<file path="src/rtl/video_sync_gen_if.sv">
// +---------------------------------------------------------------------------+
// | video_sync_gen_if : pixel-side bus of the 15 kHz raster generator. Rev 1.0 |
// +---------------------------------------------------------------------------+
`default_nettype none

interface video_sync_gen_if;
  logic       clk28en;
  logic       clk14en;
  logic [2:0] ri;
  logic [2:0] gi;
  logic [2:0] bi;
  logic [9:0] hcnt;
  logic [8:0] vcnt;
  logic       line_start;
  logic       frame_start;
  logic [2:0] ro;
  logic [2:0] go;
  logic [2:0] bo;
  logic       hsync_n;
  logic       vsync_n;
  logic       csync_n;
  logic       blank;

  modport master (
    input  clk28en, clk14en, ri, gi, bi,
    output hcnt, vcnt, line_start, frame_start,
    output ro, go, bo, hsync_n, vsync_n, csync_n, blank
  );

  modport slave (
    output clk28en, clk14en, ri, gi, bi,
    input  hcnt, vcnt, line_start, frame_start,
    input  ro, go, bo, hsync_n, vsync_n, csync_n, blank
  );
endinterface

`default_nettype wire

</file>
<file path="src/rtl/video_sync_gen.sv">
// +---------------------------------------------------------------------------+
// | video_sync_gen : 15 kHz raster timing, blanked RGB and syncs. Rev 1.0      |
// | Option macro VIDEO_SYNC_GEN_SERRATION_EN adds PAL serration to csync_n.    |
// +---------------------------------------------------------------------------+
`default_nettype none

module video_sync_gen #(
  parameter int H_TOTAL      = 896,
  parameter int H_ACTIVE     = 768,
  parameter int H_SYNC_START = 800,
  parameter int H_SYNC_W     = 64,
  parameter int V_TOTAL      = 320,
  parameter int V_ACTIVE     = 288,
  parameter int V_SYNC_START = 296,
  parameter int V_SYNC_LINES = 4
) (
  input  logic             clk,
  input  logic             rst_n,
  video_sync_gen_if.master vid
);

  localparam logic [9:0]  C_H_LAST = 10'(H_TOTAL - 1);
  localparam logic [8:0]  C_V_LAST = 9'(V_TOTAL - 1);
  localparam logic [10:0] C_H_ACT  = 11'(H_ACTIVE);
  localparam logic [10:0] C_HS_BEG = 11'(H_SYNC_START);
  localparam logic [10:0] C_HS_END = 11'(H_SYNC_START + H_SYNC_W);
  localparam logic [9:0]  C_V_ACT  = 10'(V_ACTIVE);
  localparam logic [9:0]  C_VS_BEG = 10'(V_SYNC_START);
  localparam logic [9:0]  C_VS_END = 10'(V_SYNC_START + V_SYNC_LINES);

  if (H_TOTAL < 64 || H_TOTAL > 1024) begin : g_chk_htotal
    $error("video_sync_gen: H_TOTAL must be within 64..1024");
  end
  if (V_TOTAL < 1 || V_TOTAL > 512) begin : g_chk_vtotal
    $error("video_sync_gen: V_TOTAL must fit the 9-bit line counter");
  end
  if (H_SYNC_START + H_SYNC_W > H_TOTAL) begin : g_chk_hsync
    $error("video_sync_gen: hsync extends past H_TOTAL");
  end
  if (V_SYNC_START + V_SYNC_LINES > V_TOTAL) begin : g_chk_vsync
    $error("video_sync_gen: vsync extends past V_TOTAL");
  end
  if (H_ACTIVE > H_SYNC_START) begin : g_chk_hact
    $error("video_sync_gen: H_ACTIVE overlaps hsync");
  end
  if (V_ACTIVE > V_SYNC_START) begin : g_chk_vact
    $error("video_sync_gen: V_ACTIVE overlaps vsync");
  end

  logic [9:0]  hcnt_q, hcnt_d;
  logic [8:0]  vcnt_q, vcnt_d;
  logic [2:0]  ro_q, ro_d, go_q, go_d, bo_q, bo_d;
  logic        hs_q, hs_d, vs_q, vs_d, cs_q, cs_d;
  logic        blank_q, blank_d;

  logic        tick;
  logic        h_wrap;
  logic [10:0] h_ext;
  logic [9:0]  v_ext;
  logic        blank_p;
  logic        hs_low;
  logic        vs_low;
  logic        cs_low;

  assign tick    = vid.clk28en & vid.clk14en;
  assign h_wrap  = (hcnt_q == C_H_LAST);
  assign h_ext   = {1'b0, hcnt_q};
  assign v_ext   = {1'b0, vcnt_q};
  assign blank_p = (h_ext >= C_H_ACT) || (v_ext >= C_V_ACT);
  assign hs_low  = (h_ext >= C_HS_BEG) && (h_ext < C_HS_END);
  assign vs_low  = (v_ext >= C_VS_BEG) && (v_ext < C_VS_END);

`ifdef VIDEO_SYNC_GEN_SERRATION_EN
  localparam logic [9:0] C_HALF   = 10'(H_TOTAL / 2);
  localparam logic [9:0] C_SER_HI = 10'(H_TOTAL / 2 - H_SYNC_W);

  if (H_SYNC_W > H_TOTAL / 2) begin : g_chk_serr
    $error("video_sync_gen: H_SYNC_W must fit inside a half-line");
  end

  // Position inside the current half-line; each half ends with an H_SYNC_W high pulse.
  logic [9:0] hpos;
  assign hpos   = (hcnt_q >= C_HALF) ? (hcnt_q - C_HALF) : hcnt_q;
  assign cs_low = vs_low ? (hpos < C_SER_HI) : hs_low;
`else
  assign cs_low = hs_low | vs_low;
`endif

  always_comb begin
    hcnt_d  = hcnt_q;
    vcnt_d  = vcnt_q;
    ro_d    = ro_q;
    go_d    = go_q;
    bo_d    = bo_q;
    hs_d    = hs_q;
    vs_d    = vs_q;
    cs_d    = cs_q;
    blank_d = blank_q;
    if (tick) begin
      hcnt_d = h_wrap ? 10'd0 : hcnt_q + 10'd1;
      if (h_wrap) begin
        vcnt_d = (vcnt_q == C_V_LAST) ? 9'd0 : vcnt_q + 9'd1;
      end
      ro_d    = blank_p ? 3'd0 : vid.ri;
      go_d    = blank_p ? 3'd0 : vid.gi;
      bo_d    = blank_p ? 3'd0 : vid.bi;
      hs_d    = ~hs_low;
      vs_d    = ~vs_low;
      cs_d    = ~cs_low;
      blank_d = blank_p;
    end
  end

  always_ff @(posedge clk or negedge rst_n) begin
    if (!rst_n) begin
      hcnt_q  <= 10'd0;
      vcnt_q  <= 9'd0;
      ro_q    <= 3'd0;
      go_q    <= 3'd0;
      bo_q    <= 3'd0;
      hs_q    <= 1'b1;
      vs_q    <= 1'b1;
      cs_q    <= 1'b1;
      blank_q <= 1'b1;
    end else begin
      hcnt_q  <= hcnt_d;
      vcnt_q  <= vcnt_d;
      ro_q    <= ro_d;
      go_q    <= go_d;
      bo_q    <= bo_d;
      hs_q    <= hs_d;
      vs_q    <= vs_d;
      cs_q    <= cs_d;
      blank_q <= blank_d;
    end
  end

  // Position strobes follow the counters directly but stay low while reset is held.
  assign vid.line_start  = rst_n & (hcnt_q == 10'd0);
  assign vid.frame_start = rst_n & (hcnt_q == 10'd0) & (vcnt_q == 9'd0);
  assign vid.hcnt        = hcnt_q;
  assign vid.vcnt        = vcnt_q;
  assign vid.ro          = ro_q;
  assign vid.go          = go_q;
  assign vid.bo          = bo_q;
  assign vid.hsync_n     = hs_q;
  assign vid.vsync_n     = vs_q;
  assign vid.csync_n     = cs_q;
  assign vid.blank       = blank_q;

endmodule

`default_nettype wire
</file>
<file path="src/flat_wrapper.sv">
// flat-port wrapper written by rule: the top's interface ports become plain ports
module video_sync_gen_flat 
#(
  parameter int H_TOTAL      = 896,
  parameter int H_ACTIVE     = 768,
  parameter int H_SYNC_START = 800,
  parameter int H_SYNC_W     = 64,
  parameter int V_TOTAL      = 320,
  parameter int V_ACTIVE     = 288,
  parameter int V_SYNC_START = 296,
  parameter int V_SYNC_LINES = 4
)
  (clk, rst_n, vid_clk28en, vid_clk14en, vid_ri, vid_gi, vid_bi, vid_hcnt, vid_vcnt, vid_line_start, vid_frame_start, vid_ro, vid_go, vid_bo, vid_hsync_n, vid_vsync_n, vid_csync_n, vid_blank);
  video_sync_gen_if vid_i ();
  input  logic clk;
  input  logic rst_n;
  input wire logic [$bits(vid_i.clk28en)-1:0] vid_clk28en;
  input wire logic [$bits(vid_i.clk14en)-1:0] vid_clk14en;
  input wire logic [$bits(vid_i.ri)-1:0] vid_ri;
  input wire logic [$bits(vid_i.gi)-1:0] vid_gi;
  input wire logic [$bits(vid_i.bi)-1:0] vid_bi;
  output wire logic [$bits(vid_i.hcnt)-1:0] vid_hcnt;
  output wire logic [$bits(vid_i.vcnt)-1:0] vid_vcnt;
  output wire logic [$bits(vid_i.line_start)-1:0] vid_line_start;
  output wire logic [$bits(vid_i.frame_start)-1:0] vid_frame_start;
  output wire logic [$bits(vid_i.ro)-1:0] vid_ro;
  output wire logic [$bits(vid_i.go)-1:0] vid_go;
  output wire logic [$bits(vid_i.bo)-1:0] vid_bo;
  output wire logic [$bits(vid_i.hsync_n)-1:0] vid_hsync_n;
  output wire logic [$bits(vid_i.vsync_n)-1:0] vid_vsync_n;
  output wire logic [$bits(vid_i.csync_n)-1:0] vid_csync_n;
  output wire logic [$bits(vid_i.blank)-1:0] vid_blank;
  assign vid_i.clk28en = vid_clk28en;
  assign vid_i.clk14en = vid_clk14en;
  assign vid_i.ri = vid_ri;
  assign vid_i.gi = vid_gi;
  assign vid_i.bi = vid_bi;
  assign vid_hcnt = vid_i.hcnt;
  assign vid_vcnt = vid_i.vcnt;
  assign vid_line_start = vid_i.line_start;
  assign vid_frame_start = vid_i.frame_start;
  assign vid_ro = vid_i.ro;
  assign vid_go = vid_i.go;
  assign vid_bo = vid_i.bo;
  assign vid_hsync_n = vid_i.hsync_n;
  assign vid_vsync_n = vid_i.vsync_n;
  assign vid_csync_n = vid_i.csync_n;
  assign vid_blank = vid_i.blank;
  video_sync_gen #(.H_TOTAL(H_TOTAL), .H_ACTIVE(H_ACTIVE), .H_SYNC_START(H_SYNC_START), .H_SYNC_W(H_SYNC_W), .V_TOTAL(V_TOTAL), .V_ACTIVE(V_ACTIVE), .V_SYNC_START(V_SYNC_START), .V_SYNC_LINES(V_SYNC_LINES)) u_core (.clk(clk), .rst_n(rst_n), .vid(vid_i));
endmodule
</file>
<file path="config.mk">
export PLATFORM = sky130hd
export DESIGN_NAME = video_sync_gen_flat
export DESIGN_NICKNAME = d
export VERILOG_FILES = /design/src/rtl/video_sync_gen_if.sv /design/src/rtl/video_sync_gen.sv /design/src/flat_wrapper.sv
export SDC_FILE = /design/constraint.sdc
export NUM_CORES = 1
export LEC_CHECK = 0
export CAP_MARGIN = 25
export CORE_MARGIN = 8
export CORE_UTILIZATION = 46
export DETAILED_ROUTE_END_ITERATION = 7
export HOLD_SLACK_MARGIN = 0.08
export PLACE_DENSITY = 0.78
export SLEW_MARGIN = 30
export SYNTH_ARGS = -nofsm -noshare
export SYNTH_HDL_FRONTEND = slang
export SYNTH_SLANG_ARGS = --single-unit
</file>
<file path="constraint.sdc">
create_clock -name clk -period 4.55 [get_ports clk]
set_clock_uncertainty 0.15 [all_clocks]
set_input_delay 1.365 -clock clk [delete_from_list [all_inputs] [get_ports clk]]
set_output_delay 1.365 -clock clk [all_outputs]
set_load 0.02 [all_outputs]
</file>
Yosys cells after proc, flatten, opt, wreduce, memory -nomap -nowiden:

Cells that the tools add are included.

* bits in registers: 32
* bits of input ports: 13
* output and inout bits: 34
* word-level logic and storage cells: 37

* add/subtract/negate cells: 2
* magnitude comparators: 6
* equality and inequality tests: 2
* muxes and demuxes: 5
* bitwise logic cells: 7
* reduce and logical (&&, ||, !) cells: 6

Operator list (number)
* >= comparator 10 bit, second input constant: 2
* >= comparator 9 bit, second input constant: 2
* adder 10 x 1 -> 10 bit, second input constant: 1
* == test 10 bit, second input constant: 1
* zero test 10 bit: 1
* < comparator 10 bit, second input constant: 1
* two-way mux 10 bit: 1
* adder 9 x 1 -> 9 bit, second input constant: 1
* == test 9 bit, second input constant: 1
* zero test 9 bit: 1
* < comparator 9 bit, second input constant: 1
* two-way mux 3 bit: 3
* two-way mux 9 bit: 1
* bitwise AND 1 bit: 3
* NOT 1 bit: 3
* logical AND 1 bit: 2
* AND reduction 2 bit: 1
* logical OR 1 bit: 1
* bitwise OR 1 bit: 1

Longest topological paths before layout:

* depth in word-level cells: 4
* gate-level depth with buffers: 6
* depth with buffers taken out: 5

Worst setup path before layout:

No wires, ideal clock.

* path kind: in2out
* start point: input rst_n
* end point: output vid_frame_start
* arrival: 2293 ps
* data required time: 3035 ps
* setup slack: 742 ps
* stages on the path: 3
* path buffers: 0
* cell sequence: nand3_1 -> nor4_2 -> and3_1

* word-level cells in the longest chain between the ends: 2

Ends and longest elaborated chain
* start: declaration: line flat_wrapper.sv:16 `input logic rst_n;`
* bitwise AND 1 bit
* via vid_line_start: line flat_wrapper.sv:24 `output wire logic [$bits(vid_i.line_start)-1:0] vid_line_start;`
* bitwise AND 1 bit: line video_sync_gen.sv:140 `assign vid.frame_start = rst_n & (hcnt_q == 10'd0) & (vcnt_q == 9'd0);`
* end: declaration: line flat_wrapper.sv:25 `output wire logic [$bits(vid_i.frame_start)-1:0] vid_frame_start;`

The timed path passes the listed nets, and every way through them passes these cells.

Final worst setup path:

* start point: input rst_n
* end point: output vid_line_start

* word-level cells in the longest chain between the ends: 1

Ends and longest elaborated chain
* bitwise AND 1 bit: line video_sync_gen.sv:139 `assign vid.line_start = rst_n & (hcnt_q == 10'd0);`
* end: declaration: line flat_wrapper.sv:24

No other way between the ends.

==> metrics.csv <==
metric;value;unit
Pwr Density;332;nW/µm²
Syn Std Cell Area;1590;µm²
Starting Density;47.7;%
PostCTS Resize Cnt;0;
Warnings, synthesis;0;
Final Util;64.2;%
initial antenna violation count;0;
f_max;229;MHz
endpoints failing setup;0;
final wirelength;3.93;mm
Crit path required time;3.03;ns
clock network fraction of total power;23.4;%
crit path DAT;2.85;ns
Final Max Tran Viols;0;
# hold bufs at CTS;0;
r2r startpoint;u_core.vid.hcnt[0];
Post-CTS Setup Inserts;0;
Overall Global Routing Usage;15.7;%
largest family of logic cells by synthesized area;simple AND/OR/NAND/NOR gates;
I/O Pins;47;
CTS Buf Count;5;
Vias per Instance;5.63;
count of cell types in the netlist;38;
crit path cell chain;clkdlybuf4s50_1, nand3_1, nor4_2, clkdlybuf4s50_1;
post-synthesis mux area share;0;%
Crit Path Category;input port to primary output;
DR iter-0 viols;143;
Synth area leaders;dfrtp_1 (44%), dfstp_2 (6.6%), a22o_1 (5.5%), xnor2_1 (3.9%), ha_1 (3.1%);
Routed Antenna Nets;0;
DP HPWL;2.92;mm
adder-cell share of the synthesized area;3.14;%
Fillers;278;
Post-synth top flop;dfrtp_1;
Clk pin slew, worst setup/hold paths;0.09;ns
xor and xnor area share after synthesis;5.50;%
relative slew slack;57.2;%
cell leakage power;0.936;nW
Die Y;74.8;µm
most frequent cell after synthesis;dfrtp_1;
GPL Wtd Cong;0.845;
Port Buffer Count;46;
Seq pwr share;50.7;%
H-tree levels;2;
Period Utilization, post-route;95.9;%
post-synthesis simple-gate area fraction;21.9;%
Synth Area in Compound Gates;15.0;%
Synth Area per Inst;10.8;µm²
worst vdd ir;0.000200;V
Switching Share;31.8;%
endpoint of the worst-slack reg-to-reg timing path;u_core.vid.vcnt[4];
EDFF count, synth;0;
Worst Hold Class;flip-flop to flip-flop;
top cell type's share of synthesized area;44.0;%
clk root buf;clkbuf_4;
RSZ-0062 raised after global routing;no;
Setup TNS;0;ns
Antenna Diode Count;0;
Worst setup EP type;primary output;
largest net degree at the start of global routing;33;
most frequent cells after synthesis;dfrtp_1 (28), nand2_1 (13), a22o_1 (10), nand3_1 (9), nor2_1 (9);
Clock Sinks;32;
R2R depth;5;
vias in the first global route;1381;
Layout area overhead;34.6;%
worst reg2reg setup slack;2.46;ns
switching power;226;µW
element type at the critical path start;input port;
net count of the mapped netlist;164;
Die ar.;5600;µm²
number of vias in the routed layout;1368;
ratio of cells with drive above 1 in the final layout;9.64;%
max_cap viols;0;
detailed-router iteration count before antenna repair;4;
wire length per cell;16.2;µm
grt ovf;0;
Hold Startpoint;u_core.vid.vsync_n;
CTS Buffer Depth;2;
TritonCTS clock tree;built;
CP max-delay cell;clkdlybuf4s50_1;
CP most frequent cell;clkdlybuf4s50_1;
final hold vios;0;
residual DRC count;0;
Comb pwr share;25.9;%
FF+latch count, synth;32;
sequential share of the synthesized area;50.6;%
Critical Path Fanout Max;2;
Synth area leader;dfrtp_1;
Rows;21;
Die X;74.8;µm
Hold EP;u_core.vid.vsync_n;
fin nets;213;
Core Region;3340;µm²
post-layout min period;4.36;ns
ys async rst share;100;%
crit-path max cell delay;0.65;ns
status;completed;
hold path cells;2;
synthesized instance count;147;
worst-margin pin slew;0.640;ns
first-pass GRT wire length;6.69;mm
Skew-Pair Late Insertion Delay;0.33;ns
P_int;485;µW
metal layers:
layer / GRT usage (%) / vias up / share of wire, %
met2: 23.5 / 58 / 47
met4: 7.83 / 0 / 1.6
met1: 18.3 / 659 / 42
li1: - / 643 / -
met3: 7.32 / 8 / 10
met5: 0 / - / 0
through the flow:
stage / hold WS [ns] / power (mW) / instances / cell area [µm²] / setup WS [ns]
after floorplan: 0.354 / 0.454 / 147 / 1590 / 0.742
after global placement: 0.310 / 0.548 / 235 / 2080 / 0.0605
after detailed placement: 0.325 / 0.553 / 235 / 2080 / 0.0290
after CTS: 0.339 / 0.722 / 243 / 2140 / 0.0231
after global routing: 0.350 / 0.753 / 243 / 2140 / 0.0602
final: 0.333 / 0.712 / 243 / 2140 / 0.186
layout by cell type, fill, tap and decap left out, types with 2 or more instances in the layout:
cell type,instances
nand4_1,8
dfstp_2,4
clkbuf_4,5
nand3_1,9
o21ai_1,4
xnor2_1,7
nor2_1,9
clkdlybuf4s50_1,45
a22o_1,10
o31ai_1,2
ha_1,4
a21oi_1,3
inv_1,6
nor4_1,2
xor2_1,3
nor2b_1,3
nand2_1,13
clkinv_2,2
and4_1,5
dfrtp_1,28
o21ai_0,5
state kept, by name (all words and copies together), names as in the netlist:
name,flops
u_core.vid.ro,3
u_core.vid.csync_n,1
u_core.vid.hsync_n,1
u_core.vid.blank,1
u_core.vid.vsync_n,1
u_core.vid.go,3
u_core.vid.vcnt,9
u_core.vid.hcnt,10
u_core.vid.bo,3
kinds of logic after synthesis:
family,after synthesis
AND/OR/NAND/NOR,59
flip-flops,32
AO/OA/AOI/OAI,31
buffers and inverters,11
XOR/XNOR,10
adder cells (fa/ha/maj),4
cell type report:
type | instances | area [µm²] | share of cell area (%)
flip-flops and latches | 32 | 806 | 37.6
multi-input cells | 104 | 724 | 33.8
repair buffers | 47 | 470 | 22.0
well taps | 46 | 57.6 | 2.69
clock buffers | 6 | 51.3 | 2.39
inverters | 6 | 22.5 | 1.05
clock inverters | 2 | 10.0 | 0.467
how the worst max path moves through the flow:
stage / from / endpoint / slack, ns / cells after the start
after floorplan: rst_n / vid_frame_start / 0.74 / 3
after global placement: rst_n / vid_frame_start / 0.06 / 5
after detailed placement: rst_n / vid_frame_start / 0.03 / 5
after CTS: rst_n / vid_frame_start / 0.02 / 5
after global routing: rst_n / vid_line_start / 0.06 / 4
final: rst_n / vid_line_start / 0.19 / 4
worst max-delay path: cells and delay by family:
kind | cells | cell delay [ns]
and+or+nand+nor | 2 | 0.34
buffers and inverters | 2 | 1.14
power groups by stage:
stage / logic (mW) / registers, mW / clock network (mW)
2_1_floorplan: 0.0663 / 0.388 / 0
3_3_place_gp: 0.185 / 0.363 / 0
3_5_place_dp: 0.187 / 0.366 / 0
4_1_cts: 0.188 / 0.361 / 0.174
5_1_grt: 0.199 / 0.368 / 0.187
6_report: 0.184 / 0.361 / 0.167
(Power assumes the default switching activity.)
